**src/rtl/snoop_pkg.sv**
```systemverilog
// Shared types and encodings for the snoop bus controller and the caches on its bus.
package snoop_pkg;

  localparam int unsigned TypeW = 2;
  localparam int unsigned TagW  = 2;
  localparam int unsigned ValW  = 4;
  localparam int unsigned MsgW  = TypeW + TagW + ValW;

  localparam logic [TypeW-1:0] BusInvalidate = 2'b00;
  localparam logic [TypeW-1:0] BusReadMiss   = 2'b01;
  localparam logic [TypeW-1:0] BusWriteBack  = 2'b10;
  localparam logic [TypeW-1:0] BusReadHit    = 2'b11;

  localparam logic [1:0] PassoPh0 = 2'd0;
  localparam logic [1:0] PassoPh1 = 2'd1;
  localparam logic [1:0] PassoPh2 = 2'd2;
  localparam logic [1:0] PassoPh3 = 2'd3;

  typedef enum logic [2:0] {StIdle, StPh0, StPh1, StPh2, StPh3} snoop_state_e;

  typedef struct packed {
    logic [TypeW-1:0] btype;
    logic [TagW-1:0]  tag;
    logic [ValW-1:0]  value;
  } bus_msg_t;

  typedef struct packed {
    logic             op;
    logic [1:0]       origin;
    logic [TagW-1:0]  tag;
    logic [ValW-1:0]  value;
  } instr_t;

  // Idle shares the PH0 step so caches see a quiet bus between transactions.
  function automatic logic [1:0] state_passo(snoop_state_e st);
    case (st)
      StPh1:   return PassoPh1;
      StPh2:   return PassoPh2;
      StPh3:   return PassoPh3;
      default: return PassoPh0;
    endcase
  endfunction

endpackage

```
**src/rtl/snoop_bus_resolver.sv**
```systemverilog
// Fixed-priority bus resolver: lowest-indexed active cache wins; flags differing active messages.
module snoop_bus_resolver
  import snoop_pkg::*;
#(
  parameter logic [TypeW-1:0] ReadHit = BusReadHit
) (
  input  bus_msg_t cache_bus0_i,
  input  bus_msg_t cache_bus1_i,
  input  bus_msg_t cache_bus2_i,
  output bus_msg_t msg_o,
  output logic     conflict_o
);

  logic act0, act1, act2;

  assign act0 = (cache_bus0_i.btype != ReadHit);
  assign act1 = (cache_bus1_i.btype != ReadHit);
  assign act2 = (cache_bus2_i.btype != ReadHit);

  always_comb begin
    msg_o = '{btype: ReadHit, tag: '0, value: '0};
    if (act0) begin
      msg_o = cache_bus0_i;
    end else if (act1) begin
      msg_o = cache_bus1_i;
    end else if (act2) begin
      msg_o = cache_bus2_i;
    end
  end

  assign conflict_o = (act0 && act1 && (cache_bus0_i != cache_bus1_i)) ||
                      (act0 && act2 && (cache_bus0_i != cache_bus2_i)) ||
                      (act1 && act2 && (cache_bus1_i != cache_bus2_i));

endmodule

```
**src/rtl/snoop_bus_controller.sv**
```systemverilog
// Snoop bus controller: sequences four bus phases per instruction over a 4x4-bit backing memory.
// Define SNOOP_STATS_EN to add the txn_count / wb_count statistics outputs.
module snoop_bus_controller
  import snoop_pkg::*;
#(
  parameter logic [TypeW-1:0] READ_MISS  = BusReadMiss,
  parameter logic [TypeW-1:0] READ_HIT   = BusReadHit,
  parameter logic [TypeW-1:0] WRITE_BACK = BusWriteBack
) (
  input  logic             clk,
  input  logic             rst_n,
  input  logic             instr_valid,
  input  logic [8:0]       instr,
  output logic             instr_ready,
  output logic [1:0]       passo,
  output logic [8:0]       instruction,
  input  logic [MsgW-1:0]  cache_bus0,
  input  logic [MsgW-1:0]  cache_bus1,
  input  logic [MsgW-1:0]  cache_bus2,
  output logic [MsgW-1:0]  in_bus,
  output logic             done,
  output logic             bus_error
`ifdef SNOOP_STATS_EN
  ,
  output logic [15:0]      txn_count,
  output logic [15:0]      wb_count
`endif
);

  snoop_state_e state_q, state_d;
  instr_t       instr_q, instr_d;
  bus_msg_t     in_bus_q, in_bus_d;
  logic         done_q, done_d;
  logic         bus_error_q, bus_error_d;
  logic [3:0][ValW-1:0] mem_q, mem_d;

  bus_msg_t res;
  logic     conflict;
  logic     res_wb;
  logic     res_is_req;

  snoop_bus_resolver #(
    .ReadHit (READ_HIT)
  ) u_resolver (
    .cache_bus0_i (bus_msg_t'(cache_bus0)),
    .cache_bus1_i (bus_msg_t'(cache_bus1)),
    .cache_bus2_i (bus_msg_t'(cache_bus2)),
    .msg_o        (res),
    .conflict_o   (conflict)
  );

  assign res_wb     = (res.btype == WRITE_BACK);
  assign res_is_req = (res.btype == READ_MISS) || (res.btype == BusInvalidate) ||
                      (res.btype == READ_HIT);

  always_comb begin
    state_d     = state_q;
    instr_d     = instr_q;
    in_bus_d    = in_bus_q;
    mem_d       = mem_q;
    done_d      = 1'b0;
    bus_error_d = bus_error_q | conflict;
    unique case (state_q)
      StIdle: begin
        if (instr_valid) begin
          instr_d = instr_t'(instr);
          state_d = StPh0;
        end
      end
      StPh0: begin
        state_d = StPh1;
        if (res_wb) mem_d[res.tag] = res.value;
      end
      StPh1: begin
        state_d = StPh2;
        // A write-back is not a request in this phase; the bus stays idle instead.
        in_bus_d = res_is_req ? res : '{btype: READ_HIT, tag: '0, value: '0};
      end
      StPh2: begin
        state_d = StPh3;
        if (res_wb) begin
          // The write-back itself is the fill, so a same-tag fill never sees stale memory.
          in_bus_d       = res;
          mem_d[res.tag] = res.value;
        end else begin
          in_bus_d = '{btype: READ_HIT, tag: instr_q.tag, value: mem_q[instr_q.tag]};
        end
      end
      StPh3: begin
        state_d = StIdle;
        done_d  = 1'b1;
      end
      default: state_d = StIdle;
    endcase
  end

  always_ff @(posedge clk or negedge rst_n) begin
    if (!rst_n) begin
      state_q     <= StIdle;
      instr_q     <= '0;
      in_bus_q    <= '{btype: READ_HIT, tag: '0, value: '0};
      done_q      <= 1'b0;
      bus_error_q <= 1'b0;
      mem_q       <= '0;
    end else begin
      state_q     <= state_d;
      instr_q     <= instr_d;
      in_bus_q    <= in_bus_d;
      done_q      <= done_d;
      bus_error_q <= bus_error_d;
      mem_q       <= mem_d;
    end
  end

  assign instr_ready = (state_q == StIdle);
  assign passo       = state_passo(state_q);
  assign instruction = instr_q;
  assign in_bus      = in_bus_q;
  assign done        = done_q;
  assign bus_error   = bus_error_q;

`ifdef SNOOP_STATS_EN
  logic [15:0] txn_count_q, txn_count_d;
  logic [15:0] wb_count_q, wb_count_d;
  logic        wb_accept;

  always_comb begin
    wb_accept   = res_wb && ((state_q == StPh0) || (state_q == StPh2));
    txn_count_d = txn_count_q + 16'(done_d);
    wb_count_d  = wb_count_q + 16'(wb_accept);
  end

  always_ff @(posedge clk or negedge rst_n) begin
    if (!rst_n) begin
      txn_count_q <= '0;
      wb_count_q  <= '0;
    end else begin
      txn_count_q <= txn_count_d;
      wb_count_q  <= wb_count_d;
    end
  end

  assign txn_count = txn_count_q;
  assign wb_count  = wb_count_q;
`endif

endmodule

```
**config.mk**
```make
export PLATFORM = sky130hd
export DESIGN_NAME = snoop_bus_controller
export DESIGN_NICKNAME = d
export VERILOG_FILES = /design/src/rtl/snoop_pkg.sv /design/src/rtl/snoop_bus_resolver.sv /design/src/rtl/snoop_bus_controller.sv
export SDC_FILE = /design/constraint.sdc
export NUM_CORES = 1
export LEC_CHECK = 0
export CORE_MARGIN = 2
export CORE_UTILIZATION = 45
export CTS_CLUSTER_SIZE = 14
export DETAILED_ROUTE_END_ITERATION = 6
export HOLD_SLACK_MARGIN = 0.03
export PLACE_DENSITY = 0.72
export RECOVER_POWER = 25
export SYNTH_ARGS = -nofsm -noshare
export SYNTH_HDL_FRONTEND = slang
export SYNTH_SLANG_ARGS = --single-unit
```
**constraint.sdc**
```tcl
create_clock -name clk -period 2 [get_ports clk]
set_input_delay 0.2 -clock clk [delete_from_list [all_inputs] [get_ports clk]]
set_output_delay 0.2 -clock clk [all_outputs]
set_load 0.005 [all_outputs]
```
# Word level (Yosys, flattened, before mapping)
# Index checks and enable logic that the tools add are counted.
# W data, S select, Z words.
[classes]
add_sub_neg = 0
multipliers = 0
div = 0
n_lt_le_gt_ge = 3
n_eq_ne = 14
shifts = 0
n_mux = 15
bitwise_logic = 1
reduce_logical = 17
[op_table]
columns = ["op", "n"]
rows = [
  ["$mux W8", 5],
  ["$ne A8 B8 Y1", 3],
  ["$bwmux W16", 1],
  ["$pmux W8 S2", 1],
  ["$pmux W3 S4", 1],
  ["$bmux W4 S2", 1],
  ["$demux W4 S2", 1],
  ["$mux W4", 2],
  ["$ne A2 B2 Y1 const B", 4],
  ["$logic_and A1 B1 Y1", 7],
  ["$eq A3 B2 Y1 const B", 2],
  ["$lt A2 B3 Y1 const B", 2],
  ["$pmux W2 S3", 1],
  ["$eq A2 B2 Y1 const B", 2],
  ["$logic_or A1 B1 Y1", 4],
  ["$reduce_and A2 Y1", 2],
  ["$eq A3 B1 Y1 const B", 1],
  ["$eq A3 B3 Y1 const B", 1],
  ["$logic_not A3 Y1", 1],
  ["$mux W3", 1],
  ["$eq A2 B1 Y1 const B", 1],
  ["$ge A2 B1 Y1 const B", 1],
  ["$logic_not A2 Y1", 1],
  ["$reduce_bool A2 Y1", 1],
  ["other kinds (3)", 3],
]
[totals]
regBits = 38
latch_bits = 0
ram_bits = 0
romBits = 0
out_inout_bits = 22
wordCells = 64
memories = 0

# Longest topological paths before layout
[depth]
word_depth = 9
ltp_mapped = 8
mapped_depth_nobuf = 5

# Modules after synthesis
# From an unflattened synthesis, not the netlist that was laid out.
[unflattened]
cells_unflattened = 201
area_unflattened_um2 = 2190.9
[modules_own_cells]
columns = ["module", "n_inst", "cells_each", "area_each_um2", "seq_area_each_um2"]
rows = [
  ["snoop_bus_controller", 1, 137, 1737.9, 953.4],
  ["snoop_bus_resolver", 1, 64, 452.9, 0.0],
]

# Worst setup path before layout
# Ideal clock, no wire load.
[synth_path]
kind = "in2reg"
startpoint = "input port cache_bus0[6]"
endpoint = "register mem_q[10] (netlist bit)"
arrival_time_ns = 1.597
path_slack_ns = 0.278
stages = 7
cell_sequence = "buf_2 > and2_1 > buf_2 > nor2_1 > or2_2 > nor3b_4 > mux2_2"
[synth_between]
elab_chain_len = 7
word_cells_on_any_way = 10
cone_classes = "order compare: 2; eq/ne: 2; mux: 4; reduce/logical: 2"
[synth_lines]
columns = ["item", "line", "source"]
rows = [
  ["start, declared", "snoop_bus_controller.sv:17", "input logic [MsgW-1:0] cache_bus0,"],
  ["$ne A2 B2 Y1", "snoop_bus_resolver.sv:16", "assign act0 = (cache_bus0_i.btype != ReadHit);"],
  ["$mux W8 (*)", "snoop_bus_resolver.sv:22", "if (act0) begin"],
  ["$lt A2 B3 Y1 (not written as such) / $ge A2 B1 Y1 (equally long branches)", "snoop_bus_controller.sv:72, snoop_bus_controller.sv:84", ""],
  ["$logic_and A1 B1 Y1 (not written as such)", "snoop_bus_controller.sv:72, snoop_bus_controller.sv:84", ""],
  ["$mux W4 (not written as such)", "snoop_bus_controller.sv:72, snoop_bus_controller.sv:84", ""],
  ["$demux W4 S2", "snoop_bus_controller.sv:72, snoop_bus_controller.sv:84", ""],
  ["$bwmux W16", "snoop_bus_controller.sv:72, snoop_bus_controller.sv:84", ""],
  ["end signal, assigned", "snoop_bus_controller.sv:111", "mem_q <= mem_d;"],
  ["end, declared", "snoop_bus_controller.sv:35", "logic [3:0][ValW-1:0] mem_q, mem_d;"],
]
# Every way passes the cells marked *; elsewhere a longest branch is shown, timed or not.
# A chain may end at the register's enable or synchronous reset.

# Final worst setup path
[layout_path]
startpoint = "register state_q[1]"
endpoint = "output port passo[1]"
[layout_between]
elab_chain_len = 2
word_cells_on_any_way = 4
cone_classes = "eq/ne: 3; mux: 1"
[layout_lines]
columns = ["item", "line", "source"]
rows = [
  ["start, declared", "snoop_bus_controller.sv:30", "snoop_state_e state_q, state_d;"],
  ["start signal, assigned", "snoop_bus_controller.sv:99", "state_q <= StIdle;"],
  ["start signal, assigned", "snoop_bus_controller.sv:106", "state_q <= state_d;"],
  ["$eq A3 B3 Y1 / $eq A3 B2 Y1 (equally long branches)", "snoop_pkg.sv:36", "case (st)"],
  ["$pmux W2 S3 (*)", "snoop_pkg.sv:36", ""],
  ["end, declared", "snoop_bus_controller.sv:15", "output logic [1:0] passo,"],
]
# Marks and branches as above.

==> run metrics <==
status finished, final reports clean; syn_nets 252; Final HPWL DP 4330 um; fin. max-slew vios 0; worst-path cell chain nor2b_1, and2_1, or2_2, clkdlybuf4s50_1; sum of negative setup slack 0 ns; Pre-Repair DR Iteration Count 4; fillcell total 394; worst reg2reg path depth 4; Max-cap violations 0; Clock Root Buffer clkbuf_8; Inserted Clock Buffers 5; RSZ-0062 raised after global routing no; synthesis-to-finish area growth 40.7%; CP max stage delay 0.45 ns; YS warnings 0; Clock Skews 0.00597 ns; largest net degree at the start of global routing 39; reg2reg start instruction[4]$_DFFE_PN0P_; Initial Utilization 47.5%; maximum clock frequency approximately 520 MHz; vias 1900; crit path buf inv count 1; CTS clk-pin slew, worst paths 0.07 ns; critical path class reg -> out; Finished Layout Cells 361; 1st-iter DRT viols 106; Final period util 96.8%; Max FO, Critical Path 6; share of cells above drive strength 1 25.9%; clock sinks 38; dpl ws -0.334 ns; die height roughly 75 um; setup ws final 0.0644 ns; final setup fails 0; hold path cells 2; synth unique cells 35; crit path DAT 1.74 ns; number of remaining DRC errors 0; standard-cell rows 25; slowest CP cell clkdlybuf4s50_1; Syn Std Cell Area 2270 um2; Tot GR Track Use 21.7%; Slew @ Worst Pin 0.929 ns; Final Instance Area ~3200 um2; Slew HR about two fifths; type of the worst min-delay path reg -> reg; I/O pins slightly below 60; n_diodes 0; startpoint types flop; CP Data Required Time between 1.5 and 2 ns; hold_ws 0.484 ns; leakage power approximately 1.3 nW; Die X 75.1 um; Die Area 5630 um2; # port buffers 57; CTS tree done; cell family with most CP delay simple AND/OR/NAND/NOR gates; drt via density 5.26; first-pass GRT wire length 9010 um; minimum clock period 1.94 ns; Mean Syn Cell Area 10.5 um2; WHS Endpoint in_bus[7]$_DFFE_PN1P_; core area 4790 um2; register-to-register setup slack 0.29 ns; Cells after Synth 216; register area share after synthesis 42.0%; DR WL/cell between 15 and 20 um; Peak supply drop 0.841 mV; worst r2r dst in_bus[2]$_DFFE_PN0P_; GP Congestion 0.862; Clock Path Buffers 2; GRT Residual Overflow 0; # nets final approximately 330; Setup crit end kind output port; Placed Instances 350; Power Density around 1100 nW/um2; vias in the first global route 1801; flops & latches, synth 38; Post-Place Cell Area 3030 um2; hold path startpoint in_bus[7]$_DFFE_PN1P_; Antenna Nets Post-Route 0; H-tree depth 2; clock latency on the worst-skew pair 0.28 ns; Final Hold Violating Endpoints 0; initial antenna violation count 0; Post-Route WL ~5600 um
-- state kept, by name, summed over array words and instances (netlist names) --
signal and count:
mem_q 16, done 1, state_q 3, bus_error 1
in_bus 8, instruction 9
-- cells in the final DEF (no fill, tap or decap), drive strengths merged --
cell type      count
or3b               1
dlymetal6s2s       4
dfrtp             36
xor2              24
dlygate4sd3        1
o211ai             1
nor2              23
a311oi             6
nand2b             2
a31oi              7
mux4               4
nand3b             6
nor3               7
clkbuf             9
nor3b              3
clkinvlp           1
clkinv             1
o21ai             10
and2              10
nor4               6
buf               23
nand2              7
nor2b              2
a21oi              7
or2                2
o21bai             1
clkdlybuf4s50     52
inv                2
dfstp              2
o221ai             1
mux2              25
nand3              1
xnor2              1
a21boi             6
-- per-stage QoR --
step / utilization [%] / power, mW
finish: 66.8 / 3.67
global route: 66.8 / 3.92
CTS: 65.6 / 3.68
detailed placement: 63.4 / 3.13
global placement: 63.4 / 3.08
floorplan: - / 2.31
-- timing repair --
item / 4_1_cts / 5_1_grt
pin swaps: 0 / 3
endpoints found under the hold margin: 12 / 0
setup endpoints to repair: 4 / 17
hold buffers: 1 / 0
setup buffers: 0 / 2
gates resized for setup: 1 / 13
-- cells by family after synthesis --
kind of cell | share of synthesized area, %
XOR/XNOR | 9.64
buffers and inverters | 2.97
AO/OA/AOI/OAI | 11.3
AND/OR/NAND/NOR | 17.8
flip-flops | 42.0
multiplexers | 16.4
-- worst max-delay path by stage --
stage,depth (start not counted),start,to,slack (ns)
after floorplan,7,cache_bus0[6],mem_q[10]$_DFFE_PN0P_,0.28
after global placement,6,cache_bus1[7],mem_q[10]$_DFFE_PN0P_,-0.29
after detailed placement,6,cache_bus1[7],mem_q[9]$_DFFE_PN0P_,-0.33
after CTS,7,cache_bus2[7],mem_q[10]$_DFFE_PN0P_,0.004
after global routing,4,state_q[1]$_DFFE_PN0P_,passo[1],0.005
final,4,state_q[1]$_DFFE_PN0P_,passo[1],0.06
-- layer usage --
metal  vias to the layer above  wire length (um)  GRT usage (%)
li1                        926                 -              -
met1                       940              2570           30.6
met2                        29              2760           35.2
met3                         5               209           3.61
met4                         0                36           4.76
met5                         -                 0              0
-- synthesized netlist by cell type --
library cell | instances | area [um2]
nand2b_1 | 2 | 12.5
a21oi_1 | 7 | 35.0
nor2_2 | 1 | 6.26
nor2b_1 | 2 | 12.5
nor3b_4 | 2 | 37.5
clkbuf_2 | 1 | 5.00
inv_1 | 2 | 7.51
a31oi_1 | 7 | 43.8
nand3b_4 | 1 | 20.0
nand2_1 | 7 | 26.3
o21ai_0 | 10 | 50.1
xor2_1 | 24 | 210
nor2_1 | 22 | 82.6
nand3_1 | 1 | 5.00
o211ai_1 | 1 | 7.51
or3b_1 | 1 | 8.76
buf_2 | 5 | 25.0
nor3b_1 | 1 | 7.51
buf_4 | 1 | 7.51
mux2_2 | 25 | 282
and2_1 | 10 | 62.6
nor3_1 | 7 | 35.0
o221ai_1 | 1 | 8.76
dfstp_2 | 2 | 52.6
nand3b_1 | 5 | 37.5
a21boi_0 | 6 | 45.0
dfrtp_1 | 36 | 901
mux4_2 | 4 | 90.1
a311oi_1 | 5 | 43.8
nor4_1 | 6 | 37.5
clkbuf_1 | 6 | 22.5
xnor2_1 | 1 | 8.76
o21bai_1 | 1 | 7.51
or2_2 | 2 | 12.5
a311oi_2 | 1 | 15.0
-- worst min-delay path: cells and delay by family (launching register included) --
kind / cells / cell delay [ns]
AOI/OAI and AO/OA: 1 / 0.07
and+or+nand+nor: 1 / 0.04
DFF: 1 / 0.37
-- power breakdown --
part           switching [mW]  internal (mW)
clock network           0.260          0.277
logic                   0.620           1.08
registers               0.277           1.16
total                    1.16           2.52
-- layout make-up --
cell class                 instances  area, um2  area share (%)
tap                               67       83.8            2.62
sequential                        38        956            29.9
clock buffer                       6       82.6            2.58
multi-input combinational        163       1280            40.0
timing repair buffer              83        777            24.3
clock inverter                     2       12.5           0.391
inverter                           2       7.51           0.235
(Power assumes the default switching activity.)
